## config.mk

```make
export PLATFORM = sky130hd
export DESIGN_NAME = serial_subtractor_ctrl
export DESIGN_NICKNAME = d
export VERILOG_FILES = /design/src/rtl/serial_subtractor_ctrl.sv
export SDC_FILE = /design/constraint.sdc
export NUM_CORES = 1
export LEC_CHECK = 0
export ABC_CLOCK_PERIOD_IN_PS = 1700
export BUFFER_PORTS_ARGS = -buffer_cell sky130_fd_sc_hd__buf_2
export CAP_MARGIN = 5
export CELL_PAD_IN_SITES_DETAIL_PLACEMENT = 0
export CELL_PAD_IN_SITES_GLOBAL_PLACEMENT = 1
export CORE_ASPECT_RATIO = 0.7
export CORE_UTILIZATION = 40
export CTS_CLUSTER_SIZE = 28
export DETAILED_ROUTE_END_ITERATION = 7
export HOLD_SLACK_MARGIN = 0.03
export PLACE_DENSITY = 0.75
export REMOVE_ABC_BUFFERS = 1
export SKIP_CTS_REPAIR_TIMING = 1
export SLEW_MARGIN = 0
export SYNTH_ARGS = -nofsm -noshare
export SYNTH_HDL_FRONTEND = slang
export SYNTH_SLANG_ARGS = --single-unit
export TNS_END_PERCENT = 30
```

## constraint.sdc

```tcl
create_clock -name clk -period 1.7 [get_ports clk]
set_input_delay 0.34 -clock clk [delete_from_list [all_inputs] [get_ports clk]]
set_output_delay 0.34 -clock clk [all_outputs]
set_load 0.005 [all_outputs]
```

## src/rtl/serial_subtractor_ctrl.sv

```systemverilog
// Bit-serial subtractor (LSB first, WIDTH cycles per operation).
// Define SERIAL_SUB_SAT_EN to clamp diff to zero when a < b.
module serial_subtractor_ctrl #(
  parameter int WIDTH = 8
) (
  input  logic             clk,
  input  logic             rst,
  input  logic             start,
  input  logic [WIDTH-1:0] a,
  input  logic [WIDTH-1:0] b,
  output logic [WIDTH-1:0] diff,
  output logic             bor,
  output logic             busy,
  output logic             done
);

  localparam int CW = (WIDTH > 1) ? $clog2(WIDTH) : 1;
  localparam logic [CW-1:0] LAST = CW'(WIDTH - 1);

  typedef enum logic [1:0] {
    IDLE = 2'd0,
    RUN  = 2'd1,
    DONE = 2'd2
  } state_t;

  state_t           state_q;
  logic [WIDTH-1:0] a_q;
  logic [WIDTH-1:0] b_q;
  logic [WIDTH-1:0] sh_q;
  logic [CW-1:0]    cnt_q;
  logic             br_q;
  logic [WIDTH-1:0] diff_q;
  logic             bor_q;
  logic             busy_q;
  logic             done_q;

  logic             d1;
  logic             b1;
  logic             di_d;
  logic             b2;
  logic             br_d;
  logic [WIDTH-1:0] sh_d;
  logic [WIDTH-1:0] diff_d;

  // Two cascaded half subtractors form the per-bit full subtract.
  always_comb begin
    d1   = a_q[0] ^ b_q[0];
    b1   = ~a_q[0] & b_q[0];
    di_d = d1 ^ br_q;
    b2   = ~d1 & br_q;
    br_d = b1 | b2;
    sh_d = {di_d, sh_q[WIDTH-1:1]};
`ifdef SERIAL_SUB_SAT_EN
    diff_d = br_d ? '0 : sh_d;
`else
    diff_d = sh_d;
`endif
  end

  always_ff @(posedge clk) begin
    if (rst) begin
      state_q <= IDLE;
      a_q     <= '0;
      b_q     <= '0;
      sh_q    <= '0;
      cnt_q   <= '0;
      br_q    <= 1'b0;
      diff_q  <= '0;
      bor_q   <= 1'b0;
      busy_q  <= 1'b0;
      done_q  <= 1'b0;
    end else begin
      unique case (state_q)
        IDLE: begin
          done_q <= 1'b0;
          if (start) begin
            a_q     <= a;
            b_q     <= b;
            cnt_q   <= '0;
            br_q    <= 1'b0;
            busy_q  <= 1'b1;
            state_q <= RUN;
          end
        end
        RUN: begin
          a_q   <= a_q >> 1;
          b_q   <= b_q >> 1;
          sh_q  <= sh_d;
          br_q  <= br_d;
          cnt_q <= cnt_q + 1'b1;
          if (cnt_q == LAST) begin
            diff_q  <= diff_d;
            bor_q   <= br_d;
            busy_q  <= 1'b0;
            done_q  <= 1'b1;
            state_q <= DONE;
          end
        end
        DONE: begin
          done_q  <= 1'b0;
          state_q <= IDLE;
        end
        default: begin
          busy_q  <= 1'b0;
          done_q  <= 1'b0;
          state_q <= IDLE;
        end
      endcase
    end
  end

  assign diff = diff_q;
  assign bor  = bor_q;
  assign busy = busy_q;
  assign done = done_q;

endmodule
```

### After elaboration in Yosys (flattened, before gate mapping)

Cells that the tools add are included.

| cells by class | value |
|---|---|
| add/sub/neg operators | 1 |
| $mul | 0 |
| divide/modulo/power cells | 0 |
| magnitude comparators | 0 |
| equal/unequal tests | 5 |
| shifts and indexed selects | 0 |
| muxes and demuxes | 14 |
| bitwise gates (word level) | 9 |
| reduce and logical (&&, ||, !) cells | 7 |

Operators with widths:

| cell | count |
|---|---|
| $pmux 8 s2 | 2 |
| $mux 8 | 2 |
| $pmux 3 s2 | 1 |
| $reduce_and 2->1 | 3 |
| $mux 2 | 2 |
| $ne 2x2->1 const B | 2 |
| $not 1->1 | 4 |
| $pmux 2 s2 | 1 |
| $add 3x1->3 const B | 1 |
| $eq 3x3->1 const B | 1 |
| $mux 1 | 3 |
| $mux 3 | 1 |
| $pmux 1 s3 | 1 |
| $reduce_and 3->1 | 1 |
| $and 1x1->1 | 2 |
| $eq 2x1->1 const B | 1 |
| $eq 2x2->1 const B | 1 |
| $logic_not 2->1 | 1 |
| $pmux 1 s2 | 1 |
| $reduce_bool 2->1 | 1 |
| $reduce_or 2->1 | 1 |
| $xor 1x1->1 | 2 |
| $or 1x1->1 | 1 |

| storage, ports and cells | value |
|---|---|
| flip-flop bits (word level) | 41 |
| bits in latches | 0 |
| RAM bits | 0 |
| ROM bits | 0 |
| input bits | 19 |
| output and inout port bits | 11 |
| word-level logic and storage cells | 46 |
| memories | 0 |

### Depth between registers and ports, before layout

Gate-level depths: netlist of run 1.

| logic depth | value |
|---|---|
| depth in word-level cells | 5 |
| gate-level depth with buffers | 6 |
| depth with buffers taken out | 5 |

### Least setup slack after synthesis of run 1

OpenSTA, ideal clock, no wires.

| timing path | value |
|---|---|
| path kind | flip-flop to flip-flop |
| from | reg cnt_q[0] |
| to | reg diff_q[0] (netlist: diff[0]) |
| setup time | 0.071 ns |
| arrival | 1.155 ns |
| required time | 1.629 ns |
| setup slack | 0.474 ns |
| stages on the path, launching flop included | 6 |
| buffers on the path | 1 |
| clock period less this slack | 1.226 ns |
| cells stage by stage | dfxtp_1 -> ha_1 -> ha_1 -> buf_1 -> nand3_1 -> a21oi_1 |

| between the ends | value |
|---|---|
| cells in the longest elaborated chain, start to end | 2 |

RTL lines:

| element | line | text |
|---|---|---|
| start: declaration | 30 | `logic [CW-1:0] cnt_q;` |
| start signal: assignment | 90 | `cnt_q <= cnt_q + 1'b1;` |
| $eq 3x3->1 | 91 | `if (cnt_q == LAST) begin` |
| $reduce_and 2->1 (no source line) | - |  |
| end signal: assignment | 92 | `diff_q <= diff_d;` |
| end: declaration | 32 | `logic [WIDTH-1:0] diff_q;` |

No other way between the ends.
A chain may end at the register's enable or synchronous reset.

### Worst setup path after layout of run 1

| timing path | value |
|---|---|
| from | reg cnt_q[0] |
| to | reg diff_q[6] (netlist: diff[6]) |

The elaborated chain is that of the path after synthesis.

==> metrics.csv, run 1 <==
stage;metric;value;unit
routing;detail_route.iter0.violations;45;
setup_path;critPathMaxFanout;8;
sta;layout_setup_ws;0.302;ns
setup_path;reg2reg_slack;0.30;ns
setup_path;critPathMaxStageDelay;0.36;ns
sta;period_share;0.822;
floorplan;die_y;55.0;µm
setup_path;cp_slowest_cell;dfxtp_1;
setup_path;cp-end-kind;flip-flop;
layout;antenna_cells;0;
sta;min_period;1.40;ns
synth;ys_top_cells_by_count;40 x dfxtp_1, 22 x nand2_1, 22 x nor2_1;
clock_network;cts_buffers;5;
placed_design;gp_congestion;0.679;
global_route;first_global_vias;1209;
power;ir_drop;0.669;mV
setup_path;cp.required;1.86;ns
clock_network;cts.sinks;40;
placed_design;placed_cell_area;1790;µm²
outcome;status;finished clean;
power;total_leakage_power;0.802;nW
synth;avgSynthCellArea;9.18;µm²
setup_path;startpoint_type;flip-flop;
global_route;grt_overflow_total;0;
sta;holdWs;0.303;ns
synth;yosysSeqAreaShare;0.498;
clock_network;htreeDepth;2;
layout;drive_gt1_frac;0.211;
layout;final_cells;254;
sta;final_hold_viol_count;0;
setup_path;path_buf_inv;0;
routing;drcViolationCount;0;
floorplan;start_util;0.438;
global_route;antenna_found_initial;0;
clock_network;cts_buffer_depth;2;
synth;ys_dominant_reg_cell;dfxtp_1;
synth;synth.most_common_cell;dfxtp_1;
synth;synth_cell_types;25;
setup_path;cp.arrival;1.56;ns
setup_path;crit_top_cell;ha_1;
synth;synthTopCellsByArea;dfxtp_1 50%, mux2i_1 10%, a211oi_1 6.5%;
power;pwr_density_cell;1050;nW/µm²
synth;async_reset_ff_frac;0;
routing;antenna_left;0;
routing;vias;1273;
floorplan;die_w;77.7;µm
layout;finish.instance_area;1910;µm²
sta;rsz0062_at_grt;no;
placed_design;io_buffers;29;
synth;synth-edff-count;0;
placed_design;placed_cells;246;
clock_network;cts_tree;built;
layout;area_growth;19.2;%
synth;synth.top_cell.area_share;0.498;
global_route;grt_start_max_net_pins;35;
setup_path;crit_type;reg2reg;
layout;nets;225;
synth;ys_ff_latch;40;
placed_design;place_hpwl;2.21;mm
sta;slew_viol_final;0;
clock_network;clkLatencyLatePin;0.29;ns
global_route;grt_pass1_wl;5.32;mm
sta;tightest_slew;0.444;ns
global_route;grtUsageTotal;0.168;
floorplan;dieArea;4280;µm²
sta;report.final.setup_viol;0;
placed_design;dp_worst_setup_slack;0.305;ns
setup_path;crit_family;simple AND/OR/NAND/NOR gates;
routing;vias_per_cell;5.01;
synth;syn_area;1610;µm²
sta;slew_headroom;0.704;
routing;wl_per_cell;12.2;µm
routing;routed_wl;3.10;mm
setup_path;path_cells;ha_1 -> ha_1 -> nand3b_1 -> nand2_1 -> a21oi_1;
sta;skew;0.0103;ns
routing;dr.pass1.iters;4;
sta;finalSetupTns;0;ns
synth;synthCells;175;
layout;fillCellCount;337;
floorplan;rows;18;
clock_network;clkTransAtPathRegs;0.08;ns
floorplan;coreArea;3670;µm²
clock_network;cts-root-buf;clkbuf_8;
sta;fmaxAchievable;715;MHz
synth;synth_area_leader_cell;dfxtp_1;
floorplan;io_pins;30;
job;cap_violations;0;
synth;yosys_warnings;0;
hold_path;hp-class;in2reg;
-- where the power goes --
part,switching [W],internal [W]
clock,0.000311,0.000518
sequential,0.0000238,0.000977
combinational,0.0000959,0.0000814
-- layout by cell type (no fill, tap or decap) --
cell type	n
a211oi_1	14
a21oi_1	17
a22oi_1	4
a2bb2oi_1	1
a311oi_1	1
and2b_1	1
buf_12	1
buf_2	29
buf_4	5
bufinv_16	1
clkbuf_8	7
dfxtp_1	40
fa_1	1
ha_1	2
inv_1	3
mux2i_1	16
nand2_1	22
nand2b_1	2
nand3_1	8
nand3b_1	1
nor2_1	22
nor3_1	3
nor3b_1	1
o21ai_0	1
o21bai_1	1
-- final cells by class --
type                       count  area, µm²  share of cell area
sequential                    40        801               0.418
timing repair buffer          35        203               0.106
inverter                       3       11.3             0.00588
clock buffer                   7       96.3              0.0503
clock inverter                 1       30.0              0.0157
tap                           50       62.6              0.0327
multi-input combinational    118        711               0.371
-- path summary, 6_finish.rpt --
| path | startpoint | end | depth (start not counted) |
|---|---|---|---|
| setup / recovery | cnt_q[0] | diff[6] | 5 |
| hold reg to reg | diff[2] | diff[2] | 2 |
| setup reg to reg | cnt_q[0] | diff[6] | 5 |
| hold / removal | a[7] | a_q[7] | 3 |
-- per-layer routing --
| layer | part of all wire | wire [µm] | track usage | vias to the layer above |
|---|---|---|---|---|
| met1 | 0.48 | 1500 | 0.197 | 584 |
| met4 | 0.018 | 57 | 0.0755 | 0 |
| met3 | 0.039 | 121 | 0.0492 | 8 |
| met2 | 0.46 | 1420 | 0.295 | 20 |
| li1 | - | - | - | 661 |
| met5 | 0 | 0 | 0 | - |
-- state kept, by name, summed over array words and instances (netlist names) --
register,flops
a_q,8
b_q,8
diff,8
sh_q,7
cnt_q,3
state_q,2
bor,1
br_q,1
busy,1
done,1
-- worst reg2reg max path, cell delays in order, from the launching register on --
cell and delay (ns):
dfxtp_1 0.36, ha_1 0.17, ha_1 0.23, nand3b_1 0.29, nand2_1 0.16, a21oi_1 0.08
-- stage by stage --
stage	total power, W	utilization
floorplan	0.00112	-
finish	0.00201	0.521
global placement	0.00119	0.487
global route	0.00211	0.521
detailed placement	0.00120	0.487
CTS	0.00204	0.521
-- logic make-up after synthesis --
| group | Yosys count | share of synthesized area |
|---|---|---|
| flops | 40 | 0.498 |
| fa+ha+maj | 3 | 0.0280 |
| simple gates | 60 | 0.159 |
| mux | 16 | 0.0997 |
| compound gates | 39 | 0.156 |
| buf+inv | 17 | 0.0592 |
No activity file was read; power rests on OpenSTA's default activity.
==> run 2, diff against run 1 <==
ABC_CLOCK_PERIOD_IN_PS = 1300   (was 1700)
clock period = 1.3 ns   (was 1.7 ns; I/O delays follow)
==> run 2 against run 1 <==
  * Sequential share of layout area down 0.91 points
  * Design area up 2.5%
  * Hold slack worse by 0.089 ns
  * Count of clock-buffer cells in the layout down 2
  * Non-clock buffer count up 4
  * Die area unchanged
  * Core utilization up 1.3 points
  * Global-route usage down 0.79 points
  * Worst setup slack worse by 0.23 ns
  * Largest power group unchanged
  * Highest routed layer unchanged
==> metrics.csv, run 2 (synthesis results as in run 1) <==
stage;metric;value;unit;change
sta;finalSetupTns;0;ns;unchanged
job;cap_violations;0;;unchanged
sta;tightest_slew;0.419;ns;-0.0251 ns
routing;drcViolationCount;0;;unchanged
power;report.power.total;0.00255;W;+27%
global_route;grt_overflow_total;0;;unchanged
placed_design;place_hpwl;2.15;mm;-2.9%
clock_network;clkTransAtPathRegs;0.08;ns;about the same
clock_network;cts.sinks;40;;unchanged
setup_path;critPathMaxStageDelay;0.33;ns;-0.03 ns
routing;antenna_left;0;;unchanged
routing;detail_route.iter0.violations;67;;+49%
setup_path;startpoint;cnt_q[0];;
floorplan;io_pins;30;;unchanged
routing;wl_per_cell;12.0;µm;-1.5%
global_route;antenna_found_initial;0;;unchanged
sta;final_hold_viol_count;0;;unchanged
setup_path;reg2reg_slack;0.07;ns;-0.23 ns
setup_path;cp_slowest_cell;dfxtp_2;;
layout;final_cell_mix;38 x dfxtp_1, 29 x buf_2, 22 x nor2_1, 22 x nand2_1, 17 x a21oi_1;;
sta;min_period;1.23;ns;-0.170 ns
setup_path;path_cells;ha_1 -> ha_2 -> nand3b_1 -> buf_4 -> nand2_1 -> a21oi_1;;
clock_network;clkLatencyLatePin;0.28;ns;about the same
hold_path;hp-class;in2reg;;
sta;report.final.setup_viol;0;;unchanged
floorplan;start_util;0.438;;unchanged
placed_design;io_buffers;29;;unchanged
global_route;first_global_vias;1113;;-7.9%
clock_network;cts_tree;built;;
layout;antenna_cells;0;;unchanged
floorplan;die_y;55.0;µm;unchanged
layout;postLayoutCoreUtil;0.535;;+0.0133
power;pwr_density_cell;1300;nW/µm²;+24%
setup_path;path_buf_inv;1;;+1
hold_path;min_from;a[7];;
routing;dr.pass1.iters;5;;+1
power;ir_drop;0.813;mV;+22%
sta;holdWs;0.214;ns;-0.0890 ns
layout;drive_gt1_frac;0.240;;+0.0296
sta;slew_viol_final;0;;unchanged
global_route;grt_start_max_net_pins;32;;-8.6%
floorplan;die_w;77.7;µm;unchanged
setup_path;cp.arrival;1.45;ns;-0.11 ns
clock_network;htreeDepth;2;;unchanged
sta;period_share;0.944;;+0.122
routing;vias;1275;;+0.16%
layout;area_growth;22.2;%;
outcome;status;finished clean;;
layout;final_common_cell;dfxtp_1;;
sta;fmaxAchievable;815;MHz;+14%
sta;skew;0.00481;ns;-0.00550 ns
clock_network;cts_buffers;5;;unchanged
setup_path;reg2reg_from;cnt_q[0];;
power;total_leakage_power;0.818;nW;+2.0%
placed_design;gp_congestion;0.708;;+4.3%
routing;vias_per_cell;4.94;;-1.4%
floorplan;dieArea;4280;µm²;unchanged
routing;routed_wl;3.10;mm;about the same
clock_network;cts_buffer_depth;2;;unchanged
setup_path;crit_type;reg2reg;;
clock_network;cts-root-buf;clkbuf_8;;
floorplan;rows;18;;unchanged
floorplan;coreArea;3670;µm²;unchanged
sta;slew_headroom;0.720;;+0.0167
global_route;grtUsageTotal;0.160;;-0.00787
layout;final_cells;258;;+1.6%
setup_path;crit_family;adder cells;;
setup_path;cp-end-kind;flip-flop;;
global_route;grt_pass1_wl;5.15;mm;-3.1%
setup_path;startpoint_type;flip-flop;;
setup_path;cp.required;1.52;ns;-0.34 ns
placed_design;placed_cells;249;;+1.2%
setup_path;critPathMaxFanout;8;;unchanged
layout;nets;229;;+1.8%
sta;rsz0062_at_grt;no;;
==> run 2: power breakdown <==
part           internal (W)  total [W]  switching [W]
logic              0.000123   0.000253       0.000130
clock network      0.000568   0.000988       0.000420
registers           0.00128    0.00131      0.0000320
==> run 2: routing by layer <==
metal,GRT usage,share of wire
met5,0,0
met3,0.0525,0.044
met1,0.198,0.49
met4,0.0472,0.0032
met2,0.273,0.46
==> run 2: final timing paths <==
check,to,cells past startpoint
worst max-delay path,diff[5],6
worst min-delay path,a_q[7],3
worst max register to register,diff[5],6
worst min register to register,diff[0],2
==> run 2: cell type report <==
type / count / area (µm²)
clock buffers: 5 / 68.8
well taps: 50 / 62.6
inverters: 3 / 11.3
fillers: 350 / 1710
repair buffers: 39 / 262
flip-flops and latches: 40 / 803
clock inverters: 3 / 42.5
multi-input cells: 118 / 713
==> run 2: worst reg2reg max path, stage by stage (launching register included) <==
cell and delay, ns:
dfxtp_2 0.33, ha_1 0.19, ha_2 0.20, nand3b_1 0.09
buf_4 0.15, nand2_1 0.06, a21oi_1 0.14
==> run 2: through the flow <==
step	cell area, µm²	worst slack [ns]
2_1_floorplan	1520	-0.192
3_3_place_gp	1840	0.0297
3_5_place_dp	1840	0.00118
4_1_cts	1950	-0.0184
5_1_grt	1960	0.000966
6_report	1960	0.0726
==> run 3, diff against run 2 <==
MAX_ROUTING_LAYER = met4   (was default)
==> run 3 against run 2 <==
  * Global-route usage up 0.49 points
  * Routed wire length barely moved
  * Clock skew about the same
  * Die area is the same
  * Design area unchanged
  * First-iteration DRC count did not move
  * Fmax decreased by 0.21%
  * Critical path depth stayed put
  * Critical endpoint unchanged
  * Largest power group unchanged
==> metrics.csv, run 3 (synthesis results as in run 1) <==
stage;metric;value;unit;change
outcome;status;finished clean;;
setup_path;startpoint;cnt_q[0];;
floorplan;die_w;77.7;µm;unchanged
sta;fmaxAchievable;813;MHz;-0.21%
hold_path;hp-class;in2reg;;
floorplan;die_y;55.0;µm;unchanged
routing;drcViolationCount;0;;unchanged
setup_path;crit_type;reg2reg;;
global_route;first_global_vias;1112;;-0.090%
routing;routed_wl;3.10;mm;about the same
sta;period_share;0.946;;+0.00195
clock_network;cts_buffer_depth;2;;unchanged
clock_network;cts.sinks;40;;unchanged
power;internal-power;0.00197;W;about the same
global_route;grt_start_max_net_pins;32;;unchanged
layout;final_common_cell;dfxtp_1;;
routing;dr_wl_met3;148;µm;+8.0%
layout;final_cell_mix;38 x dfxtp_1, 29 x buf_2, 22 x nor2_1, 22 x nand2_1, 17 x a21oi_1;;
clock_network;clkLatencyLatePin;0.28;ns;about the same
placed_design;placed_cell_area;1840;µm²;unchanged
power;switching_share;0.229;;+0.000597
power;total_leakage_power;0.818;nW;unchanged
sta;holdWs;0.213;ns;-0.000853 ns
sta;finalSetupTns;0;ns;unchanged
clock_network;clkTransAtPathRegs;0.08;ns;about the same
sta;tightest_slew;0.418;ns;-0.000301 ns
setup_path;reg2reg_slack;0.07;ns;about the same
routing;dr.pass1.iters;4;;-1
layout;antenna_cells;0;;unchanged
routing;route.met2.wl;1.40;mm;-1.5%
setup_path;ff2ff_path_depth;6;;unchanged
setup_path;startpoint_type;flip-flop;;
routing;top_layer_used;met4;;
power;seqPwrFrac;0.513;;about the same
floorplan;coreArea;3670;µm²;unchanged
layout;fillCellCount;350;;unchanged
sta;report.final.setup_viol;0;;unchanged
layout;finish.instance_area;1960;µm²;unchanged
floorplan;start_util;0.438;;unchanged
layout;nets;229;;unchanged
floorplan;rows;18;;unchanged
power;ir_drop;0.817;mV;+0.42%
layout;seq_area;803;µm²;unchanged
sta;slew_viol_final;0;;unchanged
power;clockPowerShare;0.388;;about the same
global_route;grt_pass1_wl;5.16;mm;+0.14%
sta;skew;0.00521;ns;+0.000400 ns
floorplan;dieArea;4280;µm²;unchanged
placed_design;gp_congestion;0.716;;+1.1%
clock_network;cts_tree;built;;
layout;multi_input_area;713;µm²;unchanged
routing;vias_per_cell;4.97;;+0.47%
routing;wl_met1;1.53;mm;about the same
placed_design;dp_worst_setup_slack;0.00118;ns;unchanged
floorplan;io_pins;30;;unchanged
power;p_sw;0.000584;W;+0.34%
global_route;grt_overflow_total;0;;unchanged
clock_network;cts-root-buf;clkbuf_8;;
setup_path;cp.arrival;1.45;ns;about the same
clock_network;cts_buffers;5;;unchanged
routing;vias;1281;;+0.47%
setup_path;cp-end-kind;flip-flop;;
setup_path;critPathMaxFanout;8;;unchanged
clock_network;htreeDepth;2;;unchanged
global_route;grtUsageTotal;0.165;;+0.00490
setup_path;reg2reg_from;cnt_q[0];;
placed_design;place_hpwl;2.15;mm;unchanged
routing;wl_per_cell;12.0;µm;about the same
sta;min_period;1.23;ns;+0.00254 ns
setup_path;crit_end;diff[5];;
global_route;antenna_found_initial;0;;unchanged
job;cap_violations;0;;unchanged
sta;rsz0062_at_grt;no;;
sta;final_hold_viol_count;0;;unchanged
routing;antenna_left;0;;unchanged
power;pwr_density_cell;1300;nW/µm²;about the same
setup_path;cp.required;1.52;ns;about the same
routing;detail_route.iter0.violations;67;;unchanged
power;power_frac_comb;0.099;;about the same
sta;slew_headroom;0.720;;about the same
placed_design;io_buffers;29;;unchanged
layout;drive_gt1_frac;0.240;;unchanged
setup_path;reg2reg_to;diff[5];;
layout;area_growth;22.2;%;unchanged
sta;layout_setup_ws;0.0701;ns;-0.00254 ns
==> run 3: cell counts in the layout (fill, tap and decap cells not counted) <==
No cell type changed its count.
==> run 3: how the worst min path moves through the flow <==
stage | from | to | slack, ns | cells past startpoint
after floorplan | rst | diff[0] | 0.33 | 1
after global placement | diff[4] | diff[4] | 0.44 | 2
after detailed placement | diff[4] | diff[4] | 0.45 | 2
after CTS | a[7] | a_q[7] | 0.22 | 3
after global routing | b[7] | b_q[7] | 0.23 | 3
final | a[7] | a_q[7] | 0.21 | 3
==> run 3: critical path, stage by stage, from the launching register on <==
cell and delay [ns]:
dfxtp_2 0.33, ha_1 0.19, ha_2 0.20, nand3b_1 0.09, buf_4 0.16, nand2_1 0.06, a21oi_1 0.14
==> run 3: cell type report <==
type,count,share of cell area
sequential,40,0.409
multi-input combinational,118,0.363
clock inverter,3,0.0217
inverter,3,0.00574
clock buffer,5,0.0351
timing repair buffer,39,0.133
tap,50,0.0319
==> run 3: power by group through the flow <==
stage          clock, W  combinational [W]  sequential (W)
6_report       0.000990           0.000253         0.00131
5_1_grt         0.00108           0.000282         0.00132
4_1_cts         0.00101           0.000256         0.00131
3_5_place_dp          0           0.000254         0.00134
3_3_place_gp          0           0.000249         0.00134
2_1_floorplan         0           0.000138         0.00133
==> run 3: metrics by stage <==
| stage | instances | power (W) | utilization |
|---|---|---|---|
| 2_1_floorplan | 161 | 0.00147 | - |
| 3_5_place_dp | 249 | 0.00159 | 0.500 |
| 6_report | 258 | 0.00255 | 0.535 |
| 5_1_grt | 258 | 0.00268 | 0.535 |
| 4_1_cts | 257 | 0.00258 | 0.530 |
| 3_3_place_gp | 249 | 0.00158 | 0.500 |
==> run 3: per-layer routing <==
layer  GRT usage  vias to the layer above
met4      0.0472                        0
met1       0.198                      581
met5           -                        -
li1            -                      673
met3      0.0525                        4
met2       0.273                       23
